`src/rtl/controle_pilha_if.sv`:
```
// Bus between the stack controller, its requester, the data memory and the
// register bank that holds $rp.
interface controle_pilha_if;
    logic        push;
    logic        pop;
    logic [31:0] dado_in;
    logic [31:0] mem_dado_in;
    logic [31:0] mem_addr;
    logic [31:0] mem_dado_out;
    logic        MemWrite;
    logic        MemRead;
    logic [31:0] rp_novo;
    logic        PilhaE;
    logic [31:0] dado_out;
    logic        dado_valido;
    logic        ocupado;
    logic        overflow;
    logic        underflow;
    logic [3:0]  profundidade;

    modport slave (
        input  push, pop, dado_in, mem_dado_in,
        output mem_addr, mem_dado_out, MemWrite, MemRead, rp_novo, PilhaE,
        output dado_out, dado_valido, ocupado, overflow, underflow, profundidade
    );

    modport master (
        output push, pop, dado_in, mem_dado_in,
        input  mem_addr, mem_dado_out, MemWrite, MemRead, rp_novo, PilhaE,
        input  dado_out, dado_valido, ocupado, overflow, underflow, profundidade
    );
endinterface

```
`src/rtl/controle_pilha.sv`:
```
// Hardware stack controller: keeps a shadow $rp, drives memory accesses for
// push/pop and publishes the updated $rp to the register bank.
module controle_pilha #(
    parameter int unsigned TOPO   = 25,
    parameter int unsigned LIMITE = 17
) (
    input logic                  clock,
    input logic                  reset,
    controle_pilha_if.slave      bus
);
    localparam logic [31:0] TOPO_W   = 32'(TOPO);
    localparam logic [31:0] LIMITE_W = 32'(LIMITE);

    typedef enum logic [1:0] {
        OCIOSO     = 2'd0,
        PUSH_ESCR  = 2'd1,
        POP_LER    = 2'd2,
        POP_ESPERA = 2'd3
    } estado_t;

    estado_t     estado_q, estado_d;
    logic [31:0] rp_q, rp_d;
    logic [31:0] dado_lat_q, dado_lat_d;
    logic [31:0] dado_out_q, dado_out_d;
    logic        dado_valido_q, dado_valido_d;
    logic        overflow_q, overflow_d;
    logic        underflow_q, underflow_d;

    // State, pointer and result registers; reset drops any pending push word.
    always_ff @(posedge clock or posedge reset) begin
        if (reset) begin
            estado_q      <= OCIOSO;
            rp_q          <= TOPO_W;
            dado_lat_q    <= 32'd0;
            dado_out_q    <= 32'd0;
            dado_valido_q <= 1'b0;
            overflow_q    <= 1'b0;
            underflow_q   <= 1'b0;
        end else begin
            estado_q      <= estado_d;
            rp_q          <= rp_d;
            dado_lat_q    <= dado_lat_d;
            dado_out_q    <= dado_out_d;
            dado_valido_q <= dado_valido_d;
            overflow_q    <= overflow_d;
            underflow_q   <= underflow_d;
        end
    end

    // Next-state logic; push has priority over pop and rejected requests only flag.
    always_comb begin
        estado_d      = estado_q;
        rp_d          = rp_q;
        dado_lat_d    = dado_lat_q;
        dado_out_d    = dado_out_q;
        dado_valido_d = 1'b0;
        overflow_d    = 1'b0;
        underflow_d   = 1'b0;
        case (estado_q)
            OCIOSO: begin
                if (bus.push) begin
                    if (rp_q != LIMITE_W) begin
                        dado_lat_d = bus.dado_in;
                        estado_d   = PUSH_ESCR;
                    end else begin
                        overflow_d = 1'b1;
                    end
                end else if (bus.pop) begin
                    if (rp_q != TOPO_W) begin
                        estado_d = POP_LER;
                    end else begin
                        underflow_d = 1'b1;
                    end
                end else begin
                    estado_d = OCIOSO;
                end
            end
            PUSH_ESCR: begin
                rp_d     = rp_q - 32'd1;
                estado_d = OCIOSO;
            end
            POP_LER: begin
                estado_d = POP_ESPERA;
            end
            POP_ESPERA: begin
                dado_out_d    = bus.mem_dado_in;
                dado_valido_d = 1'b1;
                rp_d          = rp_q + 32'd1;
                estado_d      = OCIOSO;
            end
            default: begin
                estado_d = OCIOSO;
            end
        endcase
    end

    // Output decode from state and pointer only.
    always_comb begin
        bus.mem_addr     = rp_q;
        bus.mem_dado_out = dado_lat_q;
        bus.MemWrite     = 1'b0;
        bus.MemRead      = 1'b0;
        bus.PilhaE       = 1'b0;
        bus.rp_novo      = rp_q;
        bus.ocupado      = 1'b1;
        case (estado_q)
            OCIOSO: begin
                bus.ocupado = 1'b0;
            end
            PUSH_ESCR: begin
                bus.mem_addr = rp_q - 32'd1;
                bus.MemWrite = 1'b1;
                bus.PilhaE   = 1'b1;
                bus.rp_novo  = rp_q - 32'd1;
            end
            POP_LER: begin
                bus.MemRead = 1'b1;
            end
            POP_ESPERA: begin
                bus.PilhaE  = 1'b1;
                bus.rp_novo = rp_q + 32'd1;
            end
            default: begin
                bus.ocupado = 1'b0;
            end
        endcase
    end

    assign bus.dado_out     = dado_out_q;
    assign bus.dado_valido  = dado_valido_q;
    assign bus.overflow     = overflow_q;
    assign bus.underflow    = underflow_q;
    assign bus.profundidade = 4'(TOPO_W - rp_q);
endmodule

```
`src/flat_wrapper.sv`:
```
// flat-port wrapper written by rule: the top's interface ports become plain ports
module controle_pilha_flat 
#(
    parameter int unsigned TOPO   = 25,
    parameter int unsigned LIMITE = 17
)
  (clock, reset, bus_push, bus_pop, bus_dado_in, bus_mem_dado_in, bus_mem_addr, bus_mem_dado_out, bus_MemWrite, bus_MemRead, bus_rp_novo, bus_PilhaE, bus_dado_out, bus_dado_valido, bus_ocupado, bus_overflow, bus_underflow, bus_profundidade);
  controle_pilha_if bus_i ();
  input logic clock;
  input logic reset;
  input wire logic [$bits(bus_i.push)-1:0] bus_push;
  input wire logic [$bits(bus_i.pop)-1:0] bus_pop;
  input wire logic [$bits(bus_i.dado_in)-1:0] bus_dado_in;
  input wire logic [$bits(bus_i.mem_dado_in)-1:0] bus_mem_dado_in;
  output wire logic [$bits(bus_i.mem_addr)-1:0] bus_mem_addr;
  output wire logic [$bits(bus_i.mem_dado_out)-1:0] bus_mem_dado_out;
  output wire logic [$bits(bus_i.MemWrite)-1:0] bus_MemWrite;
  output wire logic [$bits(bus_i.MemRead)-1:0] bus_MemRead;
  output wire logic [$bits(bus_i.rp_novo)-1:0] bus_rp_novo;
  output wire logic [$bits(bus_i.PilhaE)-1:0] bus_PilhaE;
  output wire logic [$bits(bus_i.dado_out)-1:0] bus_dado_out;
  output wire logic [$bits(bus_i.dado_valido)-1:0] bus_dado_valido;
  output wire logic [$bits(bus_i.ocupado)-1:0] bus_ocupado;
  output wire logic [$bits(bus_i.overflow)-1:0] bus_overflow;
  output wire logic [$bits(bus_i.underflow)-1:0] bus_underflow;
  output wire logic [$bits(bus_i.profundidade)-1:0] bus_profundidade;
  assign bus_i.push = bus_push;
  assign bus_i.pop = bus_pop;
  assign bus_i.dado_in = bus_dado_in;
  assign bus_i.mem_dado_in = bus_mem_dado_in;
  assign bus_mem_addr = bus_i.mem_addr;
  assign bus_mem_dado_out = bus_i.mem_dado_out;
  assign bus_MemWrite = bus_i.MemWrite;
  assign bus_MemRead = bus_i.MemRead;
  assign bus_rp_novo = bus_i.rp_novo;
  assign bus_PilhaE = bus_i.PilhaE;
  assign bus_dado_out = bus_i.dado_out;
  assign bus_dado_valido = bus_i.dado_valido;
  assign bus_ocupado = bus_i.ocupado;
  assign bus_overflow = bus_i.overflow;
  assign bus_underflow = bus_i.underflow;
  assign bus_profundidade = bus_i.profundidade;
  controle_pilha #(.TOPO(TOPO), .LIMITE(LIMITE)) u_core (.clock(clock), .reset(reset), .bus(bus_i));
endmodule
```
`config.mk`:
```
export PLATFORM = sky130hd
export DESIGN_NAME = controle_pilha_flat
export DESIGN_NICKNAME = d
export VERILOG_FILES = /design/src/rtl/controle_pilha_if.sv /design/src/rtl/controle_pilha.sv /design/src/flat_wrapper.sv
export SDC_FILE = /design/constraint.sdc
export NUM_CORES = 1
export LEC_CHECK = 0
export ABC_AREA = 1
export BUFFER_PORTS_ARGS = -buffer_cell sky130_fd_sc_hd__buf_2
export CORE_AREA = 2 2 109 111
export DETAILED_ROUTE_END_ITERATION = 12
export DIE_AREA = 0 0 111 113
export PLACE_DENSITY = 0.9
export SYNTH_ARGS = -nofsm -noshare
export SYNTH_HDL_FRONTEND = slang
export SYNTH_SLANG_ARGS = --single-unit
```
`constraint.sdc`:
```
create_clock -name clock -period 9.4 [get_ports clock]
set_input_delay 1.88 -clock clock [delete_from_list [all_inputs] [get_ports clock]]
set_output_delay 1.88 -clock clock [all_outputs]
set_load 0.02 [all_outputs]
```
Word level (Yosys, flattened, before mapping)

Index checks and enable logic that the tools add are counted.

Add/sub/neg operators: 3
Eq/ne operators: 7
Muxes and demuxes: 19
Reduce and logical (&&, ||, !) cells: 4

Operators with widths:

| operator                                            | number |
|---|---|
| != test 32 x 5 -> 1 bit, second input constant      | 2 |
| case mux 32 bit (2 select lines)                    | 1 |
| adder 32 x 1 -> 32 bit, second input constant       | 1 |
| 2-to-1 mux 32 bit                                   | 1 |
| subtractor 32 x 1 -> 32 bit, second input constant  | 1 |
| 2-to-1 mux 1 bit                                    | 12 |
| 2-to-1 mux 2 bit                                    | 4 |
| case mux 2 bit (3 select lines)                     | 1 |
| equality test 2 bit, second input constant          | 2 |
| != test 4 x 3 -> 1 bit, second input constant       | 1 |
| subtractor 4 bit, first input constant              | 1 |
| != test 3 x 2 -> 1 bit, second input constant       | 1 |
| AND reduction 3 bit                                 | 1 |
| equality test 2 x 1 -> 1 bit, second input constant | 1 |
| zero test 2 bit                                     | 1 |
| AND reduction 2 bit                                 | 1 |
| OR reduction 2 bit                                  | 1 |

Flip-flop bits (word level): 101
Output and inout port bits: 139
Logic and storage cells: 40

Longest topological paths before layout

Gate-level depths: netlist of the first run.

Depth in word-level cells: 5
Mapped depth: 11
Depth with buffers taken out: 10

Least setup slack after synthesis of the first run

OpenSTA, ideal clock, no wires.

Path type: reg2out
Start: register u_core.rp_q[3]
End: output bus_rp_novo[9]
Arrival time: 1,729 ps
Setup slack: 5,791 ps
Stages on the path, launching flop included: 8
Buffers on the path: 1
Cells stage by stage: dfstp_2 > buf_2 > inv_2 > nor2_1 > nand2_1 > nor2_1 > o21ai_0 > o211ai_1

Cells in the longest elaborated chain, start to end: 2
Elaborated cells between the ends (all ways): 3
Classes of those cells: add/sub (2); mux (1)

RTL lines:

| item                                                                         | line                                         | text |
|---|---|---|
| start, declared                                                              | controle_pilha.sv:22                         | `logic [31:0] rp_q, rp_d;` |
| start signal, assigned                                                       | controle_pilha.sv:41                         | `rp_q <= rp_d;` |
| adder 32 x 1 -> 32 bit / subtractor 32 x 1 -> 32 bit (equally long branches) | controle_pilha.sv:121, controle_pilha.sv:114 |  |
| case mux 32 bit (2 select lines) *                                           | --                                           |  |
| end, declared                                                                | flat_wrapper.sv:19                           | `output wire logic [$bits(bus_i.rp_novo)-1:0] bus_rp_novo;` |

Every way passes the cells marked *; elsewhere a longest branch is shown, timed or not.

Worst setup path in the final report of the first run

Start: register u_core.estado_q[0]
End: output bus_rp_novo[2]

Cells in the longest elaborated chain, start to end: 2
Elaborated cells between the ends (all ways): 3
Classes of those cells: eq/ne (2); mux (1)

RTL lines:

| item                                                                       | line                  | text |
|---|---|---|
| start, declared                                                            | controle_pilha.sv:21  | `estado_t estado_q, estado_d;` |
| start signal, assigned                                                     | controle_pilha.sv:40  | `estado_q <= estado_d;` |
| equality test 2 bit / equality test 2 x 1 -> 1 bit (equally long branches) | controle_pilha.sv:106 | `case (estado_q)` |
| case mux 32 bit (2 select lines) *                                         | --                    |  |

Marked as above.

==> flow_summary.ini, run 1 <==
[synth]
avgSynthCellArea_um2 = 6.62
yosysTopAreaCell = dfrtp_1
syn_nets = 1004
ys_types = 27
ys_seq_area_share_pct = 41.1
synthCells = 930
ys_ff_latch = 101
synth_area_leaders = dfrtp_1 (40%), nand2_1 (21%), nand3_1 (11%)
syn_area_um2 = 6160
yosysTopAreaCellShare_pct = 39.8
ys_warn_count = 0

[setup_path]
slowest_stage = dfrtp_1
crit_family = buffers and inverters
start_kind = flop
path_max_fanout = 57
criticalPathCategory = reg -> out
cp.required_ns = 7.52
cp-end-kind = primary output
cp_slowest_stage_delay_ns = 0.73
crit_buf_inv = 4
cp_data_arrival_time_ns = 3.00
crit_chain = inv_2 -> nor2_4 -> buf_4 -> inv_2 -> a21oi_1 -> o21ai_0 -> o211ai_1 -> buf_2
cpMostUsedCell = inv_2

[clocking]
cts_htree_levels = 3
cts_hold_buf = 0
cts_buffers = 9
cts_sinks = 101
clockBufferDepth = 2
cts-root-buf = clkbuf_16
cts_repair_resize_count = 0
cts_tree = built
cts.clk_slew.worst_paths_ns = 0.08
clk-insertion-delay-late_ns = 0.36
cts_setup_buffers = 0

[sta]
fin_crit_sh_pct = 51.9
fin_ws_ns = 4.52
setup_tns_ns = 0
relSlewSlack_pct = 36.8
hold_violations = 0
fin_crit_ns = 4.88
rsz0062_at_grt = false
slew_violations = 0
setup_violations = 0
skew_ns = 0.0111
tightest_slew_ns = 0.946
timing.fmax_mhz = 205

[placement]
dp_hpwl_um = 13800
place.gp.congestion = 0.963
io_buffers = 206
place_ws_ns = 4.96

[power]
seqPwrFrac_pct = 28.3
swShare_pct = 53.1
power_frac_clock_pct = 14.8
comb_power_share_pct = 56.9
p_switching_mw = 1.53
vdd_drop_max_mv = 0.252
p_int_mw = 1.35
powerDensity_nw_per_um2 = 384
leakagePower_nw = 4.09

[global_route]
antenna_found_initial = 0
grt_use_total_pct = 30.2
grt_max_degree = 59
grt-ovfl-total = 0
grt_pass1_vias = 6318
grt_pass1_wl_um = 30600

[final_layout]
diodes = 0
drive_gt1_share_pct = 22.6
fillCellCount = 980
syn_to_final_growth_pct = 21.9
layout.nets = 1177

[drt]
drt_iter0_markers = 772
drt-pass1-iter-count = 5
wl_um = 18800
post-route-drc-count = 0
via_per_inst = 5.44
vias = 6811
avgRoutedWirePerCell_um = 15.0
drt.antenna.violating_nets = 0

[flow_run]
maxCapViolCount = 0

[run_status]
status = finished, final reports clean

[floorplan]
die_w_um = 111
num_rows = 39
dieArea_um2 = 12500
pin_count = 207
die_h_um = 113
initial_core_util_pct = 54.6
core_area_um2 = 11300

[min_path]
min_path_type = reg -> reg
==> cell type report <==
cell class	instances	area, um^2	share of cell area, %
Clock buffer	9	225	3.00
Clock inverter	7	115	1.53
Inverter	68	258	3.43
Multi-Input combinational cell	714	3140	41.9
Sequential cell	101	2530	33.7
Tap cell	143	179	2.38
Timing Repair Buffer	209	1050	14.0
==> layer usage <==
| layer | GRT usage, % | vias to the layer above | wire, um |
|---|---|---|---|
| li1 | - | 3312 | - |
| met1 | 40.7 | 3066 | 7750 |
| met2 | 49.0 | 376 | 8700 |
| met3 | 4.98 | 57 | 1750 |
| met4 | 12.4 | 0 | 584 |
| met5 | 0 | - | 0 |
==> power by group through the flow <==
stage	Combinational, mW	Sequential [mW]	Clock [mW]
3_5_place_dp	1.62	0.812	0
3_3_place_gp	1.59	0.809	0
6_report	1.64	0.817	0.426
4_1_cts	1.63	0.811	0.429
2_1_floorplan	1.03	0.905	0
5_1_grt	1.80	0.842	0.449
==> kinds of logic after synthesis <==
| logic type | share of synthesized area, % |
|---|---|
| flip-flops | 41.1 |
| buffers and inverters | 7.93 |
| AO/OA/AOI/OAI | 7.30 |
| XOR/XNOR | 0.569 |
| AND/OR/NAND/NOR | 41.9 |
| adder cells (fa/ha/maj) | 1.22 |
==> stage by stage <==
| stage | cells | power [mW] | utilization, % | hold slack (ns) | instance area, um^2 |
|---|---|---|---|---|---|
| finish | 1251 | 2.88 | 66.6 | 0.467 | 7510 |
| global route | 1251 | 3.09 | 66.6 | 0.489 | 7510 |
| CTS | 1251 | 2.87 | 66.6 | 0.472 | 7510 |
| detailed placement | 1235 | 2.44 | 63.6 | 0.453 | 7170 |
| global placement | 1235 | 2.40 | 63.6 | 0.449 | 7170 |
| floorplan | 930 | 1.93 | - | 0.577 | 6160 |
==> registers in the layout (all words and copies together), names as in the netlist <==
name and count:
u_core.bus.dado_out 32, u_core.bus.underflow 1, u_core.rp_q 32, u_core.bus.mem_dado_out 32, u_core.bus.dado_valido 1, u_core.estado_q 2
u_core.bus.overflow 1
==> synthesized netlist by cell type, drive strengths merged <==
cell    count
buf        27
o21ai      62
nor3b       2
nand2     354
nand3     131
o22ai       1
nor2      120
clkbuf     20
o211ai      9
dfrtp      98
xor2        4
nor3        5
inv        68
ha          6
nand4       7
a21oi      13
dfstp       3
==> tightest hold or removal path, stage by stage (launching register included) <==
cell     delay [ns]
dfrtp_1        0.34
nand2_1        0.05
nand2_1        0.05
==> path summary, 6_finish.rpt <==
path	startpoint	end	slack, ns	depth (start not counted)
min in group asynchronous	reset	u_core.bus.mem_dado_out[23]	1.56	2
max in group asynchronous	reset	u_core.rp_q[17]	6.67	3
setup / recovery	u_core.estado_q[0]	bus_rp_novo[2]	4.52	8
setup reg to reg	u_core.estado_q[0]	u_core.rp_q[2]	6.87	7
hold reg to reg	u_core.bus.mem_dado_out[8]	u_core.bus.mem_dado_out[8]	0.47	2
hold / removal	u_core.bus.mem_dado_out[8]	u_core.bus.mem_dado_out[8]	0.47	2
==> cell usage in the layout (no fill, tap or decap), types with 2 or more instances in the layout <==
master     Yosys  final
a21oi_1       13     13
buf_2         18    206
buf_4          1      3
bufinv_16      0      2
clkbuf_16      0      9
dfrtp_1       98     98
dfstp_2        3      3
ha_1           6      6
inv_1         60     59
inv_2          8      8
inv_8          0      2
nand2_1      351    351
nand2_2        2      2
nand3_1      131    131
nand4_1        7      7
nor2_1       112    111
nor2_2         5      5
nor2_4         3      4
nor3_1         4      4
nor3b_1        2      2
o211ai_1       9      9
o21ai_0       51     51
o21ai_1       11     11
xor2_1         4      4
Power figures use the tool's default switching activity.
==> run 2: changes to the inputs <==
--- a/config.mk
+++ b/config.mk
@@ -7,10 +7,10 @@
 export LEC_CHECK = 0
 export ABC_AREA = 1
 export BUFFER_PORTS_ARGS = -buffer_cell sky130_fd_sc_hd__buf_2
-export CORE_AREA = 2 2 109 111
+export CORE_AREA = 2 2 119 121
 export DETAILED_ROUTE_END_ITERATION = 12
-export DIE_AREA = 0 0 111 113
-export PLACE_DENSITY = 0.9
+export DIE_AREA = 0 0 121 123
+export PLACE_DENSITY = 0.81
 export SYNTH_ARGS = -nofsm -noshare
 export SYNTH_HDL_FRONTEND = slang
 export SYNTH_SLANG_ARGS = --single-unit
==> constraint.sdc (replaced) <==
create_clock -name clock -period 4.4 [get_ports clock]
set_input_delay 0.88 -clock clock [delete_from_list [all_inputs] [get_ports clock]]
set_output_delay 0.88 -clock clock [all_outputs]
set_load 0.02 [all_outputs]
==> run 2 against run 1 <==
Compared with the run above: die area up 19%; total power rose by 110%; setup slack worse by 3.5 ns.
==> flow_summary.ini, run 2 (synthesis gave the netlist of run 1 again) <==
[power]
powerDensity_nw_per_um2 = 806
power_frac_clock_pct = 13.0
p_switching_mw = 3.28
p_int_mw = 2.79
comb_power_share_pct = 58.4
swShare_pct = 54.1
vdd_drop_max_mv = 0.579
seqPwrFrac_pct = 28.6
power_mw = 6.07
leakagePower_nw = 4.08

[setup_path]
r2r_slack_ns = 2.06
criticalPathCategory = reg -> out
worstReg2RegStart = u_core.rp_q[0]
start_kind = flop
worstRegToRegCells = 7
cp-end-kind = primary output
reg2reg_to = u_core.bus.mem_dado_out[29]
cp_data_arrival_time_ns = 2.46
cp.required_ns = 3.52
path_max_fanout = 7

[sta]
fin_crit_sh_pct = 75.9
timing.fmax_mhz = 300
fin_crit_ns = 3.34
hold_violations = 0
relSlewSlack_pct = 45.5
setup_tns_ns = 0
slew_violations = 0
rsz0062_at_grt = false
skew_ns = 0.0103
tightest_slew_ns = 0.817
setup_violations = 0

[global_route]
grt_pass1_vias = 5971
grt-ovfl-total = 0
antenna_found_initial = 0
grt_max_degree = 63
grt_use_total_pct = 25.4
grt_pass1_wl_um = 29700

[placement]
dp.cells = 1276
dp_hpwl_um = 14200
place.gp.congestion = 0.983
io_buffers = 206

[floorplan]
die_h_um = 123
initial_core_util_pct = 45.2
core_area_um2 = 13600
num_rows = 43
dieArea_um2 = 14900
die_w_um = 121
pin_count = 207

[clocking]
cts_setup_buffers = 0
cts_sinks = 101
cts.clk_slew.worst_paths_ns = 0.07
cts-root-buf = clkbuf_16
cts_tree = built
cts_repair_resize_count = 0
cts_hold_buf = 0
cts_htree_levels = 3
clk-insertion-delay-late_ns = 0.37
clockBufferDepth = 2
cts_buffers = 9

[min_path]
hold_depth = 2
holdPathEnd = u_core.bus.mem_dado_out[15]
min_from = u_core.bus.mem_dado_out[15]
min_path_type = reg -> reg

[flow_run]
maxCapViolCount = 0

[drt]
via_per_inst = 5.19
avgRoutedWirePerCell_um = 14.6
drt-pass1-iter-count = 6
vias = 6705
drt.antenna.violating_nets = 0
drt_iter0_markers = 656
post-route-drc-count = 0
wl_um = 18900

[final_layout]
syn_to_final_growth_pct = 22.3
layout.nets = 1181
layout_commonest_cell = nand2_1
final_cells = 1292
diodes = 0
drive_gt1_share_pct = 22.8
final_cell_mix = nand2_1 (351), buf_2 (206), nand3_1 (131)

[run_status]
status = finished, final reports clean
-- run 2: worst max path at each step --
stage	start	endpoint	slack, ns
5_1_grt	u_core.rp_q[2]	bus_rp_novo[29]	0.81
6_report	u_core.rp_q[0]	bus_rp_novo[14]	1.06
2_1_floorplan	reset	u_core.bus.dado_out[0]	0.88
4_1_cts	u_core.rp_q[2]	bus_rp_novo[29]	1.09
3_3_place_gp	u_core.rp_q[2]	bus_rp_novo[29]	1.54
3_5_place_dp	u_core.rp_q[2]	bus_rp_novo[29]	1.48
-- run 2: metal layers --
layer	up-vias	GRT usage, %	wire length, um
met3	54	6.37	1780
met5	-	0	0
met1	2993	34.4	8040
met4	0	10.1	577
met2	340	38.9	8500
li1	3318	-	-
-- run 2: final cells by class --
class | count | area [um^2]
Sequential cell | 101 | 2530
Tap cell | 180 | 225
Clock inverter | 6 | 55.1
Clock buffer | 10 | 229
Timing Repair Buffer | 213 | 1080
Multi-Input combinational cell | 714 | 3140
Inverter | 68 | 258
Fill cell | 1384 | 6090
-- run 2: worst max-delay path, stage by stage (launching register included) --
cell and delay (ns):
dfstp_2 0.61, ha_1 0.30, nand3_1 0.20, inv_1 0.14, nand2_1 0.13, nor2_1 0.16
nand2_1 0.12, o21ai_1 0.14, nand3_1 0.12, buf_2 0.19
-- run 2: through the flow --
step	util (%)	worst slack, ns	hold slack, ns	area, um^2
4_1_cts	55.3	1.09	0.474	7530
6_report	55.3	1.06	0.470	7530
3_5_place_dp	53.2	1.48	0.457	7240
5_1_grt	55.3	0.807	0.487	7530
2_1_floorplan	-	0.878	0.577	6160
3_3_place_gp	53.2	1.54	0.449	7240
-- run 2: power by group through the flow --
stage	clock [mW]	sequential [mW]	combinational, mW
after floorplan	0	1.93	2.20
after global placement	0	1.72	3.49
after detailed placement	0	1.73	3.54
after CTS	0.794	1.72	3.55
after global routing	0.843	1.78	3.91
final	0.788	1.74	3.54
